<file path="config.mk">
export PLATFORM = sky130hd
export DESIGN_NAME = retire_trace_buffer_flat
export DESIGN_NICKNAME = d
export VERILOG_FILES = /design/src/rtl/retire_trace_buffer_if.sv /design/src/rtl/retire_trace_buffer.sv /design/src/flat_wrapper.sv
export SDC_FILE = /design/constraint.sdc
export NUM_CORES = 1
export LEC_CHECK = 0
export CORE_MARGIN = 10
export CORE_UTILIZATION = 50
export CTS_BUF_LIST = sky130_fd_sc_hd__clkbuf_4 sky130_fd_sc_hd__clkbuf_8 sky130_fd_sc_hd__clkbuf_16
export CTS_CLUSTER_DIAMETER = 120
export DETAILED_ROUTE_END_ITERATION = 10
export PLACE_DENSITY = 0.65
export SKIP_LAST_GASP = 1
export SLEW_MARGIN = 20
export SYNTH_ARGS = -nofsm -noshare
export SYNTH_HDL_FRONTEND = slang
export SYNTH_SLANG_ARGS = --single-unit
</file>
<file path="constraint.sdc">
create_clock -name clk -period 11.72 [get_ports clk]
set_input_delay 2.344 -clock clk [delete_from_list [all_inputs] [get_ports clk]]
set_output_delay 2.344 -clock clk [all_outputs]
set_load 0.01 [all_outputs]
</file>
<file path="src/rtl/retire_trace_buffer_if.sv">
// Drain side of the retire trace buffer: FIFO head fields plus a valid/ready handshake.
interface retire_trace_buffer_if;
    logic        out_valid;
    logic        out_ready;
    logic [2:0]  out_kind;
    logic [31:0] out_inum;
    logic [15:0] out_pc;
    logic [15:0] out_instr;
    logic [3:0]  out_reg;
    logic [15:0] out_value;
    logic [15:0] out_addr;

    modport master (
        output out_valid, out_kind, out_inum, out_pc, out_instr, out_reg, out_value, out_addr,
        input  out_ready
    );

    modport slave (
        input  out_valid, out_kind, out_inum, out_pc, out_instr, out_reg, out_value, out_addr,
        output out_ready
    );
endinterface

</file>
<file path="src/rtl/retire_trace_buffer.sv">
// Retire-event recorder: classifies every retire cycle, stamps it with an instruction number and
// queues it in a first-word-fall-through FIFO drained over a valid/ready port.
module retire_trace_buffer #(
    parameter int DEPTH      = 16,
    parameter int MAX_CYCLES = 100000
) (
    input  logic                  clk,
    input  logic                  rst,
    input  logic [15:0]           pc,
    input  logic [15:0]           instr,
    input  logic                  write_reg,
    input  logic [3:0]            dst_reg,
    input  logic [15:0]           dst_data,
    input  logic                  mem_read,
    input  logic                  mem_write,
    input  logic [15:0]           mem_addr,
    input  logic [15:0]           mem_data,
    input  logic                  hlt,
    retire_trace_buffer_if.master drain,
    output logic [31:0]           cycle_count,
    output logic [31:0]           inst_count,
    output logic                  overflow,
    output logic                  timeout,
    output logic                  done
);
    localparam int          AW         = $clog2(DEPTH);
    localparam int          CW         = AW + 1;
    localparam logic [31:0] LAST_CYCLE = 32'(MAX_CYCLES - 1);

    localparam logic [2:0] KIND_NOP   = 3'd0;
    localparam logic [2:0] KIND_REG   = 3'd1;
    localparam logic [2:0] KIND_LOAD  = 3'd2;
    localparam logic [2:0] KIND_STORE = 3'd3;
    localparam logic [2:0] KIND_HALT  = 3'd4;

    typedef enum logic [1:0] {ST_CAPTURE, ST_DRAIN, ST_DONE} state_t;

    typedef struct packed {
        logic [2:0]  kind;
        logic [31:0] inum;
        logic [15:0] pc;
        logic [15:0] instr;
        logic [3:0]  rnum;
        logic [15:0] value;
        logic [15:0] addr;
    } entry_t;

    state_t      state;
    entry_t      mem [DEPTH];
    entry_t      event_entry;
    entry_t      head;
    logic [AW:0] wr_ptr;
    logic [AW:0] rd_ptr;
    logic [AW:0] count;
    logic        capturing;
    logic        empty;
    logic        full;
    logic        pop;
    logic        push;
    logic        drop;

    // Fields that do not belong to the chosen kind stay zero so the trace is unambiguous.
    always_comb begin
        event_entry       = '0;
        event_entry.kind  = KIND_NOP;
        event_entry.inum  = inst_count;
        event_entry.pc    = pc;
        event_entry.instr = instr;
        if (write_reg) begin
            event_entry.kind  = mem_read ? KIND_LOAD : KIND_REG;
            event_entry.rnum  = dst_reg;
            event_entry.value = dst_data;
            if (mem_read) begin
                event_entry.addr = mem_addr;
            end
        end else if (hlt) begin
            event_entry.kind = KIND_HALT;
        end else if (mem_write) begin
            event_entry.kind  = KIND_STORE;
            event_entry.value = mem_data;
            event_entry.addr  = mem_addr;
        end
    end

    assign count     = wr_ptr - rd_ptr;
    assign empty     = (count == '0);
    assign full      = (count == CW'(DEPTH));
    assign capturing = (state == ST_CAPTURE);
    assign pop       = !empty && drain.out_ready;
    assign push      = capturing && (!full || pop);
    assign drop      = capturing && full && !pop;
    assign done      = (state == ST_DONE);

    assign head              = mem[rd_ptr[AW-1:0]];
    assign drain.out_valid   = !empty;
    assign drain.out_kind    = empty ? '0 : head.kind;
    assign drain.out_inum    = empty ? '0 : head.inum;
    assign drain.out_pc      = empty ? '0 : head.pc;
    assign drain.out_instr   = empty ? '0 : head.instr;
    assign drain.out_reg     = empty ? '0 : head.rnum;
    assign drain.out_value   = empty ? '0 : head.value;
    assign drain.out_addr    = empty ? '0 : head.addr;

    always_ff @(posedge clk) begin
        if (push) begin
            mem[wr_ptr[AW-1:0]] <= event_entry;
        end
    end

    // A halt ends capture whether or not it fit in the FIFO; timeout only fires without a halt.
    always_ff @(posedge clk) begin
        if (rst) begin
            state       <= ST_CAPTURE;
            wr_ptr      <= '0;
            rd_ptr      <= '0;
            cycle_count <= '0;
            inst_count  <= '0;
            overflow    <= 1'b0;
            timeout     <= 1'b0;
        end else begin
            if (push) begin
                wr_ptr <= wr_ptr + CW'(1);
            end
            if (pop) begin
                rd_ptr <= rd_ptr + CW'(1);
            end
            if (state != ST_DONE && cycle_count != '1) begin
                cycle_count <= cycle_count + 32'd1;
            end
            case (state)
                ST_CAPTURE: begin
                    inst_count <= inst_count + 32'd1;
                    if (drop) begin
                        overflow <= 1'b1;
                    end
                    if (event_entry.kind == KIND_HALT) begin
                        state <= ST_DRAIN;
                    end else if (cycle_count >= LAST_CYCLE) begin
                        timeout <= 1'b1;
                        state   <= ST_DRAIN;
                    end
                end
                ST_DRAIN: begin
                    if (empty || (count == CW'(1) && pop)) begin
                        state <= ST_DONE;
                    end
                end
                default: begin
                end
            endcase
        end
    end
endmodule

</file>
<file path="src/flat_wrapper.sv">
// flat-port wrapper written by rule: the top's interface ports become plain ports
module retire_trace_buffer_flat 
#(
    parameter int DEPTH      = 16,
    parameter int MAX_CYCLES = 100000
)
  (clk, rst, pc, instr, write_reg, dst_reg, dst_data, mem_read, mem_write, mem_addr, mem_data, hlt, cycle_count, inst_count, overflow, timeout, done, drain_out_valid, drain_out_kind, drain_out_inum, drain_out_pc, drain_out_instr, drain_out_reg, drain_out_value, drain_out_addr, drain_out_ready);
  retire_trace_buffer_if drain_i ();
  input  logic clk;
  input  logic rst;
  input  logic [15:0] pc;
  input  logic [15:0] instr;
  input  logic write_reg;
  input  logic [3:0] dst_reg;
  input  logic [15:0] dst_data;
  input  logic mem_read;
  input  logic mem_write;
  input  logic [15:0] mem_addr;
  input  logic [15:0] mem_data;
  input  logic hlt;
  output logic [31:0] cycle_count;
  output logic [31:0] inst_count;
  output logic overflow;
  output logic timeout;
  output logic done;
  output wire logic [$bits(drain_i.out_valid)-1:0] drain_out_valid;
  output wire logic [$bits(drain_i.out_kind)-1:0] drain_out_kind;
  output wire logic [$bits(drain_i.out_inum)-1:0] drain_out_inum;
  output wire logic [$bits(drain_i.out_pc)-1:0] drain_out_pc;
  output wire logic [$bits(drain_i.out_instr)-1:0] drain_out_instr;
  output wire logic [$bits(drain_i.out_reg)-1:0] drain_out_reg;
  output wire logic [$bits(drain_i.out_value)-1:0] drain_out_value;
  output wire logic [$bits(drain_i.out_addr)-1:0] drain_out_addr;
  input wire logic [$bits(drain_i.out_ready)-1:0] drain_out_ready;
  assign drain_out_valid = drain_i.out_valid;
  assign drain_out_kind = drain_i.out_kind;
  assign drain_out_inum = drain_i.out_inum;
  assign drain_out_pc = drain_i.out_pc;
  assign drain_out_instr = drain_i.out_instr;
  assign drain_out_reg = drain_i.out_reg;
  assign drain_out_value = drain_i.out_value;
  assign drain_out_addr = drain_i.out_addr;
  assign drain_i.out_ready = drain_out_ready;
  retire_trace_buffer #(.DEPTH(DEPTH), .MAX_CYCLES(MAX_CYCLES)) u_core (.clk(clk), .rst(rst), .pc(pc), .instr(instr), .write_reg(write_reg), .dst_reg(dst_reg), .dst_data(dst_data), .mem_read(mem_read), .mem_write(mem_write), .mem_addr(mem_addr), .mem_data(mem_data), .hlt(hlt), .drain(drain_i), .cycle_count(cycle_count), .inst_count(inst_count), .overflow(overflow), .timeout(timeout), .done(done));
endmodule
</file>
== Word-level counts from Yosys, hierarchy flattened ==
Memory sizes are Yosys's and may differ from the RTL's. A register that Yosys moved wholly into a read port is not among the register bits.
Cells that the tools add are included.

* Memories kept: 1
* ROM bits: 0
* Flip-flop bits (word level): 78
* Bits in latches: 0
* Word-level logic and storage cells: 65
* Memory bits (writable): 1648

* Bitwise gates (word level): 1
* Magnitude comparators: 1
* Muxes and demuxes: 24
* Multiply operators: 0
* Add/sub/neg operators: 5
* Divide/modulo/power cells: 0
* Eq/ne operators: 9
* Reduce and logical (&&, ||, !) cells: 17
* Shift-type cells: 0

{| class="wikitable"
|+ Memory list
! memory !! depth !! bits a word !! read ports !! clocked after Yosys merged registers in !! wr ports !! line !! source
|-
| u_core.mem || 16 || 103 || 1 || 1 || 1 || retire_trace_buffer.sv:49 || <nowiki>entry_t mem [DEPTH];</nowiki>
|}

{| class="wikitable"
|+ Operator list
! kind !! number
|-
| $mux W32 || 4
|-
| $mux W16 || 5
|-
| $add A32 B1 Y32 const B || 2
|-
| $ge A32 B17 Y1 const B || 1
|-
| $ne A32 B32 Y1 const B || 1
|-
| $mux W4 || 4
|-
| $add A5 B1 Y5 const B || 2
|-
| $mux W2 || 5
|-
| $mux W3 || 3
|-
| $logic_and A1 B1 Y1 || 6
|-
| $reduce_and A3 Y1 || 2
|-
| $eq A5 B1 Y1 const B || 1
|-
| $eq A5 B5 Y1 const B || 1
|-
| $logic_not A5 Y1 || 1
|-
| $sub A5 B5 Y5 || 1
|-
| $pmux W2 S2 || 1
|-
| $eq A3 B3 Y1 const B || 1
|-
| $logic_not A1 Y1 || 3
|-
| $ne A3 B3 Y1 const B || 1
|-
| $eq A2 B1 Y1 const B || 1
|-
| $eq A2 B2 Y1 const B || 1
|-
| $logic_not A2 Y1 || 1
|-
| $logic_or A1 B1 Y1 || 2
|-
| $mux W1 || 2
|-
| 5 further kinds || 5
|}

== Depth between registers and ports, before layout ==
Gate-level depths: netlist of run 1.

* Depth after elaboration: 8
* Depth in mapped cells: 10
* Gate-level depth less buffers: 8

== Worst setup path after synthesis of run 1 ==
OpenSTA, ideal clock, no wires.

* Path kind: input port to flip-flop
* Start: input drain_out_ready
* End: register u_core.wr_ptr[4]
* Cell stages on the path: 3
* Buffers on the path: 0
* Required time: 11633 ps
* Path slack: 3253 ps
* Data arrival time: 8380 ps
* Library setup time: 87 ps
* Path through: inv_1 -> a31oi_1 -> mux2_2

* Longest elaborated chain between the ends: 3

{| class="wikitable"
|+ Ends and longest elaborated chain
! what !! line !! source
|-
| from (decl) || flat_wrapper.sv:34 || <nowiki>input wire logic [$bits(drain_i.out_ready)-1:0] drain_out_ready;</nowiki>
|-
| $logic_and A1 B1 Y1 || retire_trace_buffer.sv:89 || <nowiki>assign pop = !empty && drain.out_ready;</nowiki>
|-
| $logic_or A1 B1 Y1 || retire_trace_buffer.sv:90 || <nowiki>assign push = capturing && (!full || pop);</nowiki>
|-
| $logic_and A1 B1 Y1 || retire_trace_buffer.sv:90 ||
|-
| to (signal assigned) || retire_trace_buffer.sv:122 || <nowiki>wr_ptr <= wr_ptr + CW'(1);</nowiki>
|-
| to (decl) || retire_trace_buffer.sv:52 || <nowiki>logic [AW:0] wr_ptr;</nowiki>
|}

Every way passes these cells.
A chain may end at the register's enable or synchronous reset.

==> qor.yml, run 1 <==
run_status:
  outcome: "complete, no violations"
timing:
  max_freq_ghz: 0.1370
  setup_tns_ns: 0
  finalCriticalPeriod_ns: 7.300
  fin_skew_ns: 0.02034
  rsz0062_at_grt: "no"
  worst_pin_slew_ns: 1.162
  setup_violations: 0
  hold_viol_final: 0
  slew_violations: 0
  relSlewSlack_pct: 22.56
  fin_crit_sh_pct: 62.29
clock_tree:
  cts_inserted_buffers: 172
  cts_root_buf: "clkbuf_16"
  cts_hold_buf: 0
  postCtsSetupBuffers: 0
  clockBufferDepth: 3
  cts_sinks: 1730
  clkTransAtPathRegs_ns: 0.06
  cts_resized: 0
  clk_latency_ns: 0.79
  cts_tree: "done"
  htree_levels: 4
critical_path:
  cp_slowest_cell: "dfxtp_4"
  cp-end-kind: "output pin"
  crit_chain: "buf_12 > buf_4 > mux4_2 > mux4_2 > nor2b_1 > clkdlybuf4s50_1"
  critical_path_buf_inv_count: 3
  crit_top_cell: "mux4_2"
  path_delay_family: "buffers and inverters"
  critPathKind: "reg2out"
  cp.arrival_ns: 4.96
  max_stage_delay_ns: 0.94
  critPathMaxFanout: 113
  start_kind: "flop"
  worstPathRequired_ns: 9.38
cells_and_area:
  nNetsFinal: 3394
  syn2layout_area_growth_pct: 14.88
  num-fill-cells: 9563
  fin_cells: 5203
  drive_gt1_share_pct: 26.54
yosys:
  synthTopCellsByArea: "edfxtp_1 (74%), mux4_2 (17%), dfxtp_1 (2.4%), nor2b_1 (1.1%), clkbuf_1 (0.49%)"
  yosys.area.top_type: "edfxtp_1"
  synth_seq_area_share_pct: 76.12
  synth.avg_cell_area_um2: 22.53
  syn_inst: 2981
  synthArstFlopShare_pct: 0
  ys_ff_latch: 1730
  syn-num-nets: 3084
  synth.most_common_cell: "edfxtp_1"
  synth-edff-count: 1648
  syn_area_mm2: 0.06717
  ys_warn_count: 0
  synth_commonest_cells: "edfxtp_1 (1648), mux4_2 (515), nor2b_1 (114), clkbuf_1 (88), dfxtp_1 (82)"
  synthFlopType: "edfxtp_1"
  synth.distinct_cells: 63
  synth_top_area_share_pct: 73.68
floorplan:
  ioPinCount: 262
  die_x_um: 386.5
  core_area_mm2: 0.1335
  row_count: 134
  die_area_mm2: 0.1494
  dieHeight_um: 386.5
  initial_core_util_pct: 50.33
detailed_routing:
  drc: 0
  ant_nets: 0
  via_count: 31700
  wl_per_cell_um: 29.91
  dr.pass1.iters: 5
  via_per_inst: 6.092
  postRouteWirelength_um: 155600
  drt_iter0_markers: 3410
placement:
  placed_cells: 4884
  io_buffers: 261
  gp_congestion: 0.7923
  hpwlAfterDp_um: 82990
pwr:
  power_density_mw_per_mm2: 237.3
  p_leak_nw: 23.86
  ir_drop_mv: 0.2183
  p_total_w: 0.01831
global_route:
  grt_pass1_wl_um: 230300
  overflow: 0
  antenna_found_initial: 9
  grt_use_total_pct: 20.59
  grt_max_degree: 173
  grt_pass1_vias: 33410
run:
  max_cap_violations: 0
hold_path:
  hold_path.class: "reg2reg"
## layer usage
metal | wire length, um | vias up | GRT usage (%)
met2 | 77700 | 1184 | 33.52
met4 | 2971 | 4 | 4.752
met5 | 24 | - | 0
met1 | 64050 | 17100 | 28.48
met3 | 10860 | 218 | 4.607
li1 | - | 13190 | -
## through the flow
step	cell area, um2	setup slack, ns	hold WS (ns)	util (%)
after floorplan	67170	3.253	0.4695	-
after global placement	71720	5.081	0.4891	53.74
after detailed placement	71720	4.997	0.4845	53.74
after CTS	77120	4.130	0.5020	57.79
after global routing	77160	3.975	0.5467	57.82
final	77160	4.420	0.5004	57.82
## placed cells by master (no fill, tap or decap), types with 5 or more instances in the layout
cell,count
clkbuf_8,5
nor4_1,14
clkbuf_4,56
nor3_1,13
inv_6,8
buf_12,7
clkinv_1,35
nand3_1,15
inv_1,20
nand2_1,31
nor2b_1,114
dfxtp_1,78
and4_1,5
o31ai_1,16
edfxtp_1,1648
or4_1,15
xnor2_1,18
mux2_2,11
and2_1,22
and3_4,12
ha_1,11
nand4_1,23
o21ai_0,18
a22o_1,16
or3_1,14
clkinv_2,27
nor2_1,53
xor2_1,11
nand2b_1,6
buf_4,51
clkdlybuf4s50_1,260
mux4_2,515
clkbuf_16,177
a21oi_1,41
## power by group
| group | switching [W] | leakage, nW | total, W | internal (W) |
|---|---|---|---|---|
| clock | 0.00223 | 2.73 | 0.00525 | 0.00302 |
| sequential | 0.000208 | 15.8 | 0.00762 | 0.00741 |
| combinational | 0.00273 | 5.29 | 0.00544 | 0.00271 |
## cell families (layout without fill, tap and decap cells)
| family | count (synthesis) | in the layout | synth area share [%] |
|---|---|---|---|
| compound gates | 106 | 106 | 1.010 |
| xor+xnor | 29 | 29 | 0.3781 |
| fa+ha+maj | 12 | 12 | 0.2347 |
| buf+inv | 203 | 654 | 1.434 |
| flops | 1730 | 1730 | 76.12 |
| mux | 529 | 529 | 17.50 |
| other cells | 0 | 3 | 0 |
| simple gates | 372 | 372 | 3.323 |
## path summary, 6_finish.rpt
kind	start	end	slack, ns	depth (start not counted)
setup / recovery	flop	drain_out_value[12]	4.42	6
hold / removal	u_core.timeout	u_core.timeout	0.50	2
setup reg to reg	u_core.wr_ptr[0]	u_core.mem[0][45]	6.51	10
hold reg to reg	u_core.timeout	u_core.timeout	0.50	2
## tightest hold or removal path, delay by kind of cell (launching register included)
family                 cells  cell delay, ns
AO/OA/AOI/OAI              1            0.05
buffers and inverters      1            0.06
flip-flops                 1            0.34
## state kept, by name (all words and copies together), names as in the netlist, named ones only
signal	flops
u_core.cycle_count	32
u_core.inst_count	32
u_core.mem	1648
u_core.overflow	1
u_core.rd_ptr	5
u_core.state	2
u_core.timeout	1
u_core.wr_ptr	5
## area by class of cell
| class | instances | area (um2) | area share [%] |
|---|---|---|---|
| Clock buffer | 238 | 4918 | 6.374 |
| Clock inverter | 77 | 490.5 | 0.6356 |
| Inverter | 21 | 83.83 | 0.1086 |
| Timing Repair Buffer | 318 | 3126 | 4.050 |
| Tap cell | 1768 | 2212 | 2.867 |
| Multi-Input combinational cell | 1048 | 15180 | 19.68 |
| Sequential cell | 1730 | 51140 | 66.28 |
| Antenna cell | 3 | 7.507 | 0.009729 |
Note: power is estimated with default switching activity, not from simulation.
==> inputs of run 2 (changes only) <==
PLACE_DENSITY = 0.67   (was 0.65)
clock period = 6.7 ns   (was 11.72 ns; I/O delays follow)
==> run 2 against run 1 <==
- register-to-register slack got worse by 4.3 ns
- power rose by 76%
- design area rose by 0.85%
- sequential power rose by 75%
- via count rose by 0.56%
- clock-buffer cell count fell by 8
- non-clock buffer count rose by 30
- clock skew rose by 0.019 ns
- die area did not move
- clock power rose by 78%
- highest routed layer unchanged
==> qor.yml, run 2 (synthesis results as in run 1) <==
floorplan:
  die_area_mm2: 0.1494
  dieHeight_um: 386.5
  initial_core_util_pct: 50.33
  die_x_um: 386.5
  ioPinCount: 262
  core_area_mm2: 0.1335
  row_count: 134
global_route:
  grt_pass1_vias: 33630
  grt_pass1_wl_um: 228600
  antenna_found_initial: 7
  overflow: 0
  grt_use_total_pct: 20.54
  grt_max_degree: 93
timing:
  setup_violations: 0
  hold_viol_final: 0
  finalCriticalPeriod_ns: 5.826
  slew_violations: 0
  max_freq_ghz: 0.1717
  whs_ns: 0.4561
  timing.final.ws_setup_ns: 0.8745
  fin_skew_ns: 0.03981
  worst_pin_slew_ns: 1.165
  rsz0062_at_grt: "no"
  fin_crit_sh_pct: 86.95
  setup_tns_ns: 0
  relSlewSlack_pct: 22.34
critical_path:
  max_stage_delay_ns: 0.60
  critical_path_buf_inv_count: 3
  cp.arrival_ns: 4.49
  critPathKind: "reg2out"
  cp_slowest_cell: "buf_4"
  crit_chain: "inv_1 > ha_1 > fa_1 > nand2b_1 > a21oi_1 > xnor2_1 > nor3_4 > buf_4 > nor2b_1 > clkdlybuf4s50_1"
  cp-end-kind: "output pin"
  critPathMaxFanout: 71
  worstPathRequired_ns: 5.36
  start_kind: "flop"
  path_delay_family: "buffers and inverters"
placement:
  dp_slack_ns: 1.708
  dpl-instance-area_mm2: 0.07225
  gp_congestion: 0.7764
  hpwlAfterDp_um: 84110
  io_buffers: 261
clock_tree:
  cts_inserted_buffers: 172
  cts_root_buf: "clkbuf_16"
  clkTransAtPathRegs_ns: 0.06
  clk_latency_ns: 0.81
  cts_hold_buf: 0
  clockBufferDepth: 3
  cts_resized: 0
  htree_levels: 4
  cts_tree: "done"
  cts_sinks: 1730
  postCtsSetupBuffers: 0
detailed_routing:
  via_count: 31880
  postRouteWirelength_um: 155500
  drc: 0
  drt_iter0_markers: 3320
  via_per_inst: 6.097
  wl_per_cell_um: 29.74
  ant_nets: 0
  dr.pass1.iters: 7
cells_and_area:
  num-fill-cells: 9473
  final_util_pct: 58.31
  nNetsFinal: 3424
  syn2layout_area_growth_pct: 15.86
  multiInputGateArea_mm2: 0.01518
  final-seq-area_mm2: 0.05114
  drive_gt1_share_pct: 27.36
  fin_area_mm2: 0.07782
  layout_commonest_cell: "edfxtp_1"
  largest_register_ffs: 1648
  layout_common_cells: "edfxtp_1 (1648), mux4_2 (515), clkdlybuf4s50_1 (260)"
run_status:
  outcome: "complete, no violations"
pwr:
  ir_drop_mv: 0.3268
  power_density_mw_per_mm2: 414.9
  p_leak_nw: 24.14
hold_path:
  hold_path.class: "reg2reg"
run:
  max_cap_violations: 0
==> run 2: cell types whose count changed in the layout (fill, tap and decap cells not counted), sizes merged <==
cell,change
inv,-2
clkbuf,-8
buf,+30
clkinv,+1
clkinvlp,+1
bufinv,+3
==> run 2: layout make-up <==
cell class	instances	share of cell area, %
Antenna cell	3	0.009647
Timing Repair Buffer	348	4.711
Tap cell	1768	2.843
Inverter	21	0.1077
Sequential cell	1730	65.72
Multi-Input combinational cell	1048	19.50
Clock inverter	80	0.7910
Clock buffer	230	6.314
==> run 2: routing by layer <==
layer	GRT usage (%)	vias up	wire (um)
li1	-	13250	-
met1	27.32	17170	62140
met2	34.11	1225	78490
met3	4.202	231	10850
met4	6.437	2	3993
met5	0	-	13
==> run 2: through the flow <==
step | total power, W | instances
3_3_place_gp | 0.02316 | 4911
4_1_cts | 0.03268 | 5224
3_5_place_dp | 0.02336 | 4914
2_1_floorplan | 0.01921 | 2981
6_report | 0.03228 | 5228
5_1_grt | 0.03359 | 5226
==> run 2: worst paths after layout <==
kind | startpoint | endpoint | slack (ns) | depth (start not counted)
max | u_core.wr_ptr[0] | drain_out_addr[15] | 0.87 | 10
min | u_core.timeout | u_core.timeout | 0.46 | 2
max reg2reg | u_core.wr_ptr[0] | u_core.mem[9][74] | 2.23 | 9
min reg2reg | u_core.timeout | u_core.timeout | 0.46 | 2
==> run 2: where the power goes <==
part           internal, W  switching, W
clock              0.00541       0.00394
sequential          0.0130      0.000379
combinational      0.00489       0.00471
total               0.0233       0.00902
==> run 2: tightest hold or removal path, cell delays in order (launching register included) <==
cell and delay, ns:
dfxtp_1 0.31, inv_1 0.05, a21oi_1 0.05
==> RTL edit 1: new RTL, config.mk and constraints of run 1 <==
Put one more register stage on the output `inst_count`. The value now appears one clock later. The other outputs are not delayed to match.
--- a/src/rtl/retire_trace_buffer.sv
+++ b/src/rtl/retire_trace_buffer.sv
@@ -45,6 +45,8 @@
         logic [15:0] addr;
     } entry_t;
 
+    logic [31:0] inst_count_s0;
+
     state_t      state;
     entry_t      mem [DEPTH];
     entry_t      event_entry;
@@ -63,7 +65,7 @@
     always_comb begin
         event_entry       = '0;
         event_entry.kind  = KIND_NOP;
-        event_entry.inum  = inst_count;
+        event_entry.inum  = inst_count_s0;
         event_entry.pc    = pc;
         event_entry.instr = instr;
         if (write_reg) begin
@@ -114,7 +116,7 @@
             wr_ptr      <= '0;
             rd_ptr      <= '0;
             cycle_count <= '0;
-            inst_count  <= '0;
+            inst_count_s0 <= '0;
             overflow    <= 1'b0;
             timeout     <= 1'b0;
         end else begin
@@ -129,7 +131,7 @@
             end
             case (state)
                 ST_CAPTURE: begin
-                    inst_count <= inst_count + 32'd1;
+                    inst_count_s0 <= inst_count_s0 + 32'd1;
                     if (drop) begin
                         overflow <= 1'b1;
                     end
@@ -150,5 +152,9 @@
             endcase
         end
     end
+    always_ff @(posedge clk) begin
+        inst_count <= inst_count_s0;
+    end
+
 endmodule
 
Behaviour: not the same (a bounded check fails within 4 cycles, from zero or initial values and one cycle with rst high).
==> RTL edit 1 against run 1 <==
Final cell count grew 0.29%; synthesized cell count fell by 0.10%; design area increased by 1.0%; synthesized area is 0.49% higher; clock power rose by 5.1%; wire length is 1.1% higher; clock skew up 0.0054 ns; first-iteration DRC count rose by 6.4%; global-route usage grew 0.27 points; worst setup slack worse by 0.19 ns; sequential cell count rose by 32; register-to-register slack lost 0.42 ns; total power grew 2.1%; critical path type unchanged.
==> RTL edit 1: results (changes against run 1) <==
{| class="wikitable"
! Metric !! Value
|-
| Run status || completed
|-
| Count of filler cells inserted in the layout || 9492 (-0.74%)
|-
| Relative slew slack || 0.209 (-0.0170)
|-
| Xor and xnor area share after synthesis || 0.00441 (+0.000630)
|-
| Portion of the post-synthesis area used by sequential elements || 0.767 (+0.00578)
|-
| Post-Synthesis Net Count || 3081 (-0.097%)
|-
| Most frequent cells after synthesis || sky130_fd_sc_hd__edfxtp_1 (1648), sky130_fd_sc_hd__mux4_2 (515), sky130_fd_sc_hd__nor2b_1 (117), sky130_fd_sc_hd__dfxtp_1 (114), sky130_fd_sc_hd__clkbuf_1 (85)
|-
| Leakage power || 24.2 nW (+1.4%)
|-
| Largest voltage drop on the vdd net || 0.000224 V (+2.8%)
|-
| Fraction of final layout cells sized beyond drive strength 1 || 0.259 (-0.00624)
|-
| CP Max Fanout || 54 (-52%)
|-
| Worst reg2reg path endpoint || u_core.mem[0][16]
|-
| HPWL Detailed || 78800 microns (-5.1%)
|-
| Worst hold path depth || 2 (unchanged)
|-
| Total number of vias || 31843 (+0.45%)
|-
| Total global routing track utilization || 0.209 (+0.00267)
|-
| TritonCTS buffer count || 173 (+0.58%)
|-
| Worst Hold Path EP || u_core.timeout
|-
| Count of distinct cell types in the synthesized netlist || 54 (-14%)
|-
| Post-synthesis cell count || 2978 (-0.10%)
|-
| Crit path largest cell delay || 0.84 ns (-0.10 ns)
|-
| Via density per instance || 6.10 (+0.17%)
|-
| Clock Latency Late Sink || around 0.80 ns
|-
| Iter 0 DRT Violations || 3627 (+6.4%)
|-
| Layout Nets || 3409 (+0.44%)
|-
| Cell with the biggest individual delay on the critical path || sky130_fd_sc_hd__and2_4
|-
| Minimum setup slack among reg-to-reg paths || 6.09 ns (-0.42 ns)
|-
| Cells taking the most area after synthesis || sky130_fd_sc_hd__edfxtp_1 (73%), sky130_fd_sc_hd__mux4_2 (17%), sky130_fd_sc_hd__dfxtp_1 (3.4%)
|-
| Initial core utilization || 0.504 (+0.00120)
|-
| Post-synthesis mux area share || 0.174 (-0.000631)
|-
| Placed cell count || 4899 (+0.31%)
|-
| Post-Route Skew || 0.0257 ns (+0.00540 ns)
|-
| Post-synthesis compound-gate area fraction || 0.00929 (-0.000809)
|-
| Maximum number of pins on one net before global-route repair || 149 (-14%)
|}
[RTL edit 1: cell types whose count changed after synthesis, sizes merged, moves of 6 or more]
cell | run 1 | this run
a21oi | 42 | 32
buf | 94 | 64
dfxtp | 82 | 114
nand3 | 15 | 21
nand4 | 25 | 17
nor4 | 14 | 21
o31ai | 16 | 4
or4 | 17 | 10
[RTL edit 1: worst max-delay path by stage]
stage / endpoint / slack, ns / cells after the start
final: drain_out_value[12] / 4.23 / 10
after global routing: drain_out_value[12] / 3.86 / 10
after CTS: drain_out_instr[13] / 4.15 / 10
after detailed placement: u_core.mem[0][36] / 5.04 / 6
after global placement: u_core.mem[0][36] / 5.16 / 6
after floorplan: u_core.wr_ptr[4] / 3.25 / 3
[RTL edit 1: worst register-to-register path, delay by kind of cell (launching register included)]
kind	cells	cell delay [ns]
buffers and inverters	3	1.69
AOI/OAI and AO/OA	2	1.25
and+or+nand+nor	2	0.96
adders and majority gates	2	0.66
DFF	1	0.40
xor gates and xnor gates	1	0.25
[RTL edit 1: layout make-up]
class	instances	share of cell area
diodes	1	0.0000321
clock buffers	225	0.0618
clock inverters	93	0.0113
inverters	21	0.00101
multi-input cells	1046	0.194
flip-flops and latches	1762	0.664
well taps	1768	0.0284
repair buffers	302	0.0394
[RTL edit 1: report_power, final]
| part | internal, mW | switching (mW) |
|---|---|---|
| Sequential | 7.52 | 0.185 |
| Combinational | 2.70 | 2.77 |
| Clock | 3.20 | 2.32 |
[RTL edit 1: logic make-up (layout without fill, tap and decap cells)]
kind of cell	count (synthesis)	in the layout
flops	1762	1762
mux	530	530
simple gates	373	373
buf+inv	170	641
compound gates	97	97
xor+xnor	34	34
fa+ha+maj	12	12
other cells	0	1
[RTL edit 1: metrics by stage]
stage	setup slack (ns)	power, mW	hold slack, ns	cell area, sq um
finish	4.23	18.7	0.491	78000
global route	3.86	19.5	0.507	78000
CTS	4.15	18.9	0.486	78000
detailed placement	5.04	13.4	0.473	72300
global placement	5.16	13.3	0.479	72300
floorplan	3.25	11.1	0.470	67500
[RTL edit 1: per-layer routing]
layer | track usage | vias to the layer above | routed length, microns
met5 | 0 | - | 43
met4 | 0.0461 | 6 | 2760
met3 | 0.0498 | 214 | 11800
met2 | 0.332 | 1263 | 76700
met1 | 0.295 | 17127 | 66000
li1 | - | 13233 | -
==> RTL edit 2: new RTL, config.mk and constraints of run 1 <==
Without the edit above. `DEPTH` is set to 16 in 2 places; all go to 8.
--- a/src/rtl/retire_trace_buffer.sv
+++ b/src/rtl/retire_trace_buffer.sv
@@ -1,7 +1,7 @@
 // Retire-event recorder: classifies every retire cycle, stamps it with an instruction number and
 // queues it in a first-word-fall-through FIFO drained over a valid/ready port.
 module retire_trace_buffer #(
-    parameter int DEPTH      = 16,
+    parameter int DEPTH      = 8,
     parameter int MAX_CYCLES = 100000
 ) (
     input  logic                  clk,
--- a/src/flat_wrapper.sv
+++ b/src/flat_wrapper.sv
@@ -1,7 +1,7 @@
 // flat-port wrapper written by rule: the top's interface ports become plain ports
 module retire_trace_buffer_flat 
 #(
-    parameter int DEPTH      = 16,
+    parameter int DEPTH      = 8,
     parameter int MAX_CYCLES = 100000
 )
   (clk, rst, pc, instr, write_reg, dst_reg, dst_data, mem_read, mem_write, mem_addr, mem_data, hlt, cycle_count, inst_count, overflow, timeout, done, drain_out_valid, drain_out_kind, drain_out_inum, drain_out_pc, drain_out_instr, drain_out_reg, drain_out_value, drain_out_addr, drain_out_ready);
Function: same outputs for any inputs over 4 cycles, from zero or initial values and one cycle with rst high; that may be too few to reach the edited logic, so the function may still have changed.
==> RTL edit 2 against run 1 <==
Synthesized area shrank 47%; sequential power shrank 42%; final cell count shrank 40%; via count shrank 43%; total power shrank 39%; wire length shrank 49%; sequential cell count shrank 827; design area shrank 45%; worst setup slack lost 0.20 ns; critical endpoint is now drain_out_value[14].
==> RTL edit 2: results (changes against run 1) <==
{| class="wikitable"
! Metric !! Value
|-
| Post-synthesis share of cell area spent on full adders, half adders and majority gates || 0.00301 (+0.000664)
|-
| Post-Route Skew || 0.0162 ns (-0.00415 ns)
|-
| Hold_sp || u_core.overflow
|-
| Summed area of non-filler cells in the final layout || 42400 sq um (-45%)
|-
| Post-synthesis compound-gate area fraction || 0.0195 (+0.00937)
|-
| Highest achievable clock rate || 133 MHz (-2.6%)
|-
| Diodes inserted || 0 (-3)
|-
| Count of filler cells inserted in the layout || 5143 (-46%)
|-
| H-tree depth || 3 (-1)
|-
| Inverters || 22 (+4.8%)
|-
| Clock Latency Late Sink || 0.63 ns (-0.16 ns)
|-
| Routability-driven placement congestion ratio || 0.742 (-6.4%)
|-
| Total global routing track utilization || 0.191 (-0.0147)
|-
| Maximum number of pins on one net before global-route repair || 104 (-40%)
|-
| Post-synth EDFFs || 824 (-50%)
|-
| Worst hold slack || 0.460 ns (-0.0407 ns)
|-
| Layout Cells excl Fill || 3143 (-40%)
|-
| TritonCTS buffer count || 93 (-46%)
|-
| HPWL Detailed || 43700 microns (-47%)
|-
| Iter 0 DRT Violations || 1309 (-62%)
|-
| Repair and plain buffers || 293 (-7.9%)
|-
| Cells taking the most area after synthesis || sky130_fd_sc_hd__edfxtp_1 (69%), sky130_fd_sc_hd__mux4_2 (13%), sky130_fd_sc_hd__dfxtp_1 (4.4%)
|-
| Least-Margin Pin Slew || 1.11 ns (-0.0529 ns)
|-
| Layout Nets || 2223 (-35%)
|-
| Max reg flops || 824 (-50%)
|-
| Clock buffers || 120 (-50%)
|-
| Crit path largest cell delay || 0.69 ns (-0.25 ns)
|-
| Worst setup slack before clock tree synthesis || 4.86 ns (-0.134 ns)
|-
| Total routed wirelength || 78900 microns (-49%)
|-
| Arrival time at the worst endpoint || 5.15 ns (+0.19 ns)
|-
| Worst reg2reg path endpoint || u_core.mem[7][32]
|-
| Mean Syn Cell Area || 19.2 sq um (-15%)
|-
| Area share of buffers outside the clock network || 0.0679 (+0.0274)
|-
| Clock buffer and inverter area fraction after layout || 0.0744 (+0.00430)
|-
| Area after DPL || 39200 sq um (-45%)
|-
| Run status || completed
|-
| Most frequent cells after synthesis || sky130_fd_sc_hd__edfxtp_1 (824), sky130_fd_sc_hd__mux4_2 (206), sky130_fd_sc_hd__nor2_1 (155), sky130_fd_sc_hd__mux2i_1 (105), sky130_fd_sc_hd__dfxtp_1 (79)
|-
| Seq. cell area || 26300 sq um (-49%)
|-
| Post-synthesis mux area share || 0.161 (-0.0139)
|-
| Multi-input gates || 811 (-23%)
|-
| Portion of the post-synthesis area used by sequential elements || 0.737 (-0.0245)
|}
## RTL edit 2: worst max path at each step
| stage | cells after the start | from | to |
|---|---|---|---|
| 2_1_floorplan | 4 | drain_out_ready | u_core.mem[5][0] |
| 4_1_cts | 10 | u_core.wr_ptr[0] | drain_out_value[14] |
| 3_3_place_gp | 10 | u_core.wr_ptr[0] | drain_out_instr[0] |
| 3_5_place_dp | 10 | u_core.wr_ptr[0] | drain_out_value[14] |
| 6_report | 10 | u_core.wr_ptr[0] | drain_out_value[14] |
| 5_1_grt | 10 | u_core.wr_ptr[0] | drain_out_value[14] |
## RTL edit 2: power by group
part / leakage (nW) / internal (mW) / switching, mW / total, mW
clock: 1.57 / 1.80 / 1.19 / 2.99
sequential: 8.30 / 4.19 / 0.218 / 4.40
combinational: 3.42 / 1.83 / 1.99 / 3.82
## RTL edit 2: logic make-up after synthesis
group,after synthesis
buffers and inverters,145
AND/OR/NAND/NOR,350
flip-flops,903
XOR/XNOR,30
adder cells (fa/ha/maj),8
AO/OA/AOI/OAI,106
multiplexers,317
## RTL edit 2: tightest hold or removal path, delay by kind of cell (launching register included)
family | cells | cell delay (ns)
DFF | 1 | 0.31
buffers and inverters | 1 | 0.05
AOI/OAI and AO/OA | 1 | 0.05
## RTL edit 2: routing by layer
| metal | global-route usage | vias up | wire length, microns |
|---|---|---|---|
| met5 | 0 | - | 24 |
| met4 | 0.0512 | 4 | 1350 |
| met3 | 0.0382 | 96 | 5020 |
| met2 | 0.312 | 546 | 39000 |
| met1 | 0.261 | 9545 | 33500 |
| li1 | - | 8024 | - |
